===== src/rtl/periph_pkg.sv =====
// Shared definitions for the memory-mapped timer peripheral: register map,
// TCON bit positions and the bus address decoder.
package periph_pkg;

    localparam logic [31:0] TH_OFF   = 32'h0000_0000;
    localparam logic [31:0] TL_OFF   = 32'h0000_0004;
    localparam logic [31:0] TCON_OFF = 32'h0000_0008;

    localparam int EN_BIT = 0;
    localparam int IE_BIT = 1;
    localparam int IS_BIT = 2;

    typedef enum logic [1:0] {
        REG_NONE = 2'd0,
        REG_TH   = 2'd1,
        REG_TL   = 2'd2,
        REG_TCON = 2'd3
    } reg_sel_e;

    // Map a CPU byte address onto one of the three registers; the two low
    // address bits are masked off so any byte inside a word selects it.
    function automatic reg_sel_e decode_reg(input logic [31:0] addr,
                                            input logic [31:0] base);
        logic [31:0] word;
        word = addr & ~32'h0000_0003;
        if (word == base + TH_OFF)
            return REG_TH;
        else if (word == base + TL_OFF)
            return REG_TL;
        else if (word == base + TCON_OFF)
            return REG_TCON;
        else
            return REG_NONE;
    endfunction

endpackage


===== src/rtl/periph_timer.sv =====
// 32-bit reload timer: TL counts up on divider ticks, reloads from TH on
// overflow and flags a sticky interrupt status gated by IE.
module periph_timer
    import periph_pkg::*;
#(
    parameter logic [31:0] BASE_ADDR = 32'h4000_0000
) (
    input  logic        sysclk,
    input  logic        reset,
    input  logic        tick_en,
    input  logic [31:0] addr,
    input  logic [31:0] wdata,
    input  logic        mem_write,
    input  logic        mem_read,
    output logic [31:0] rdata,
    output logic        irq
);

    logic [31:0] th;
    logic [31:0] tl;
    logic [2:0]  tcon;

    reg_sel_e    sel;
    logic        wr_th;
    logic        wr_tl;
    logic        wr_tcon;
    logic        count;
    logic        overflow;

    assign sel      = decode_reg(addr, BASE_ADDR);
    assign wr_th    = mem_write && (sel == REG_TH);
    assign wr_tl    = mem_write && (sel == REG_TL);
    assign wr_tcon  = mem_write && (sel == REG_TCON);

    // Count and overflow decisions always use the pre-write TCON contents.
    assign count    = tcon[EN_BIT] && tick_en;
    assign overflow = count && (tl == 32'hFFFF_FFFF);

    // Register file update: CPU write to TL beats a count step, the reload
    // reads the old TH, and an overflow set of IS wins over a TCON write.
    always_ff @(posedge sysclk) begin
        if (reset) begin
            th   <= '0;
            tl   <= '0;
            tcon <= '0;
        end else begin
            if (wr_th)
                th <= wdata;

            if (wr_tl)
                tl <= wdata;
            else if (overflow)
                tl <= th;
            else if (count)
                tl <= tl + 32'd1;

            if (wr_tcon)
                tcon <= wdata[2:0];
            if (overflow && tcon[IE_BIT])
                tcon[IS_BIT] <= 1'b1;
        end
    end

    // Zero-wait-state read mux; returns 0 unless a read hits a register.
    always_comb begin
        rdata = '0;
        if (mem_read) begin
            case (sel)
                REG_TH:   rdata = th;
                REG_TL:   rdata = tl;
                REG_TCON: rdata = {29'd0, tcon};
                default:  rdata = '0;
            endcase
        end
    end

    assign irq = tcon[IE_BIT] & tcon[IS_BIT];

endmodule


===== config.mk =====
export PLATFORM = sky130hd
export DESIGN_NAME = periph_timer
export DESIGN_NICKNAME = d
export VERILOG_FILES = /design/src/rtl/periph_pkg.sv /design/src/rtl/periph_timer.sv
export SDC_FILE = /design/constraint.sdc
export NUM_CORES = 1
export LEC_CHECK = 0
export BUFFER_PORTS_ARGS = -buffer_cell sky130_fd_sc_hd__buf_2
export CORE_MARGIN = 2
export CORE_UTILIZATION = 45
export CTS_CLUSTER_SIZE = 12
export DETAILED_ROUTE_END_ITERATION = 8
export HOLD_SLACK_MARGIN = 0.02
export PLACE_DENSITY = 0.69
export SLEW_MARGIN = 20
export SYNTH_ARGS = -nofsm -noshare
export SYNTH_HDL_FRONTEND = slang
export SYNTH_SLANG_ARGS = --single-unit
export TNS_END_PERCENT = 10

===== constraint.sdc =====
create_clock -name sysclk -period 2.84 [get_ports sysclk]
set_input_delay 0.284 -clock sysclk [delete_from_list [all_inputs] [get_ports sysclk]]
set_output_delay 0.284 -clock sysclk [all_outputs]
set_load 0.02 [all_outputs]

==> results.sh <==
export IMPL_status="finished clean"
export IMPL_route_met2_wl_um=6180
export IMPL_period_share_pct=91.4
export IMPL_maxSlewHeadroom_pct=51.7
export IMPL_synth_flop_cell="dfxtp_1"
export IMPL_ir_drop_mv=0.258
export IMPL_avgSynthCellArea_um2=7.36
export IMPL_clkTransAtPathRegs_ps=80
export IMPL_area_delta_synth_final_pct=21.0
export IMPL_final_cells=784
export IMPL_postLayoutCellArea_um2=5150
export IMPL_syn_inst=578
export IMPL_maxCapViolCount=0
export IMPL_synth_edf_count=0
export IMPL_synth_cell_types=54
export IMPL_yosys_warnings=0
export IMPL_setup_ws_ps=245
export IMPL_grt_pass1_wl_um=21600
export IMPL_cts_htree_levels=3
export IMPL_placed_cells=768
export IMPL_slew_violations=0
export IMPL_drt_wirelength_per_cell_um=16.9
export IMPL_wirelength_um=13300
export IMPL_port_buffers=99
export IMPL_netlist_area_leader_share_pct=31.5
export IMPL_hold_buffers=0
export IMPL_drtIter0Drc=295
export IMPL_cp_start_kind="input pin"
export IMPL_place_congestion=0.944
export IMPL_syn_nets=648
export IMPL_viasPerCell=5.91
export IMPL_synthArstFlopShare_pct=0
export IMPL_cts_path_max_buffers=2
export IMPL_antenna_found_initial=0
export IMPL_drc_errors=0
export IMPL_insertion_delay_ps=340
export IMPL_hp_class="in2reg"
export IMPL_setup_viol=0
export IMPL_clock_skew_ps=10.7
export IMPL_post_cts_resized=0
export IMPL_start_util_pct=46.3
export IMPL_dp_slack_ps=284
export IMPL_crit_path_end_kind="primary output"
export IMPL_yosys_area_top_type="dfxtp_1"
export IMPL_critPathKind="in2out"
export IMPL_dieArea_um2=10300
export IMPL_diodes=0
export IMPL_powerDensity_nw_per_um2=410
export IMPL_met1_length_um=5940
export IMPL_rsz0062_at_grt="false"
export IMPL_grt_start_max_net_pins=35
export IMPL_met3_length_um=811
export IMPL_die_w_um=101
export IMPL_grt_pass1_vias=4415
export IMPL_nFillCells=886
export IMPL_clockRootBuffer="clkbuf_8"
export IMPL_cts_sinks=67
export IMPL_syn_area_um2=4260
export IMPL_final_common_cell="buf_2"
export IMPL_multi_input_area_um2=2720
export IMPL_coreArea_um2=9200
export IMPL_worstPathMaxFanout=17
export IMPL_die_y_um=101
export IMPL_critPathArrivalTime_ps=2310
export IMPL_dp_hpwl_um=9410
export IMPL_yosys_top_cells_area="dfxtp_1 (32%), mux2i_1 (8.7%), nand2_1 (8.5%)"
export IMPL_drt_first_pass_iters=5
export IMPL_cts_setup_buffers=0
export IMPL_leakage_uw=0.00203
export IMPL_required_ps=2560
export IMPL_cts_tree="yes"
export IMPL_synth_seq_area_share_pct=31.5
export IMPL_ys_ff_latch=67
export IMPL_globalRouteOverflowTotal=0
export IMPL_tightestPinTransition_ps=720
export IMPL_track_usage_pct=26.5
export IMPL_final_cell_mix="buf_2 (99), nand2_1 (96), nor2_1 (80), dfxtp_1 (67), a21oi_1 (51)"
export IMPL_top_layer="met4"
export IMPL_io_pins=102
export IMPL_final_antenna_net_count=0
export IMPL_regArea_um2=1340
export IMPL_numCtsBuffers=9
export IMPL_finalHoldViolations=0
export IMPL_dpl_cell_area_um2=4890
export IMPL_finalSetupTns_ps=0
export IMPL_nets=738
export IMPL_drive_gt1_share_pct=23.2
export IMPL_fmax_mhz=385
export IMPL_rows=35
export IMPL_period_needed_ps=2590
export IMPL_utilization_pct=56.0
export IMPL_vias=4636
synthesized netlist by cell type, drive strengths merged (13+ instances only):
cell and instances:
nor2 80, nor3 32, a21oi 51, clkbuf 32, and3 13, buf 14, mux2i 37, nor4 16
nand3 24, dfxtp 67, nand4 14, nand2 97
worst paths after layout:
check        startpoint         to  slack, ps  cells past startpoint
max            addr[28]  rdata[11]        250                      9
min           wdata[16]     tl[16]        160                      3
min reg2reg      th[19]     th[19]        470                      2
max reg2reg       tl[1]     tl[26]        520                      8
registers in the layout, indices dropped and copies added, names as in the netlist:
register and flops:
tl 32, tcon 3, th 32
routing by layer:
layer  vias up  GRT usage [%]
met1      2160           35.1
li1       2261              -
met5         -              0
met2       185           42.5
met3        30           4.28
met4         0           11.9
worst max-delay path, stage by stage:
cell     delay (ps)
buf_2           100
nor4b_1         390
nand4_1         300
nor3_4          310
nand2_1         140
or2_1           250
buf_4           220
nor2_1          130
buf_2           170
per-stage QoR:
step | total power, uW | hold slack (ps)
global placement | 1080 | 449
CTS | 2110 | 155
finish | 2110 | 161
detailed placement | 1080 | 461
floorplan | 1010 | 392
global route | 2170 | 162
cell type report:
cell class	instances	share of cell area [%]
Multi-Input combinational cell	463	52.7
Timing Repair Buffer	125	13.4
Clock buffer	11	2.55
Inverter	2	0.146
Sequential cell	67	26.0
Tap cell	111	2.70
Clock inverter	5	2.43
cells by family (layout without fill, tap and decap cells):
family / after synthesis / after routing / synth area share (%)
buf+inv: 48 / 143 / 4.82
compound gates: 105 / 105 / 15.8
fa+ha+maj: 1 / 1 / 0.294
xor+xnor: 12 / 12 / 2.47
simple gates: 303 / 303 / 35.1
mux: 42 / 42 / 10.0
flops: 67 / 67 / 31.5
report_power, final:
group,total (uW),internal (uW),switching [uW],leakage (uW)
registers,943,940,3.11,0.000539
clock network,1050,672,380,0.000128
logic,114,50.1,63.8,0.00136
total,2110,1660,447,0.00203
No activity file was read; power rests on OpenSTA's default activity.
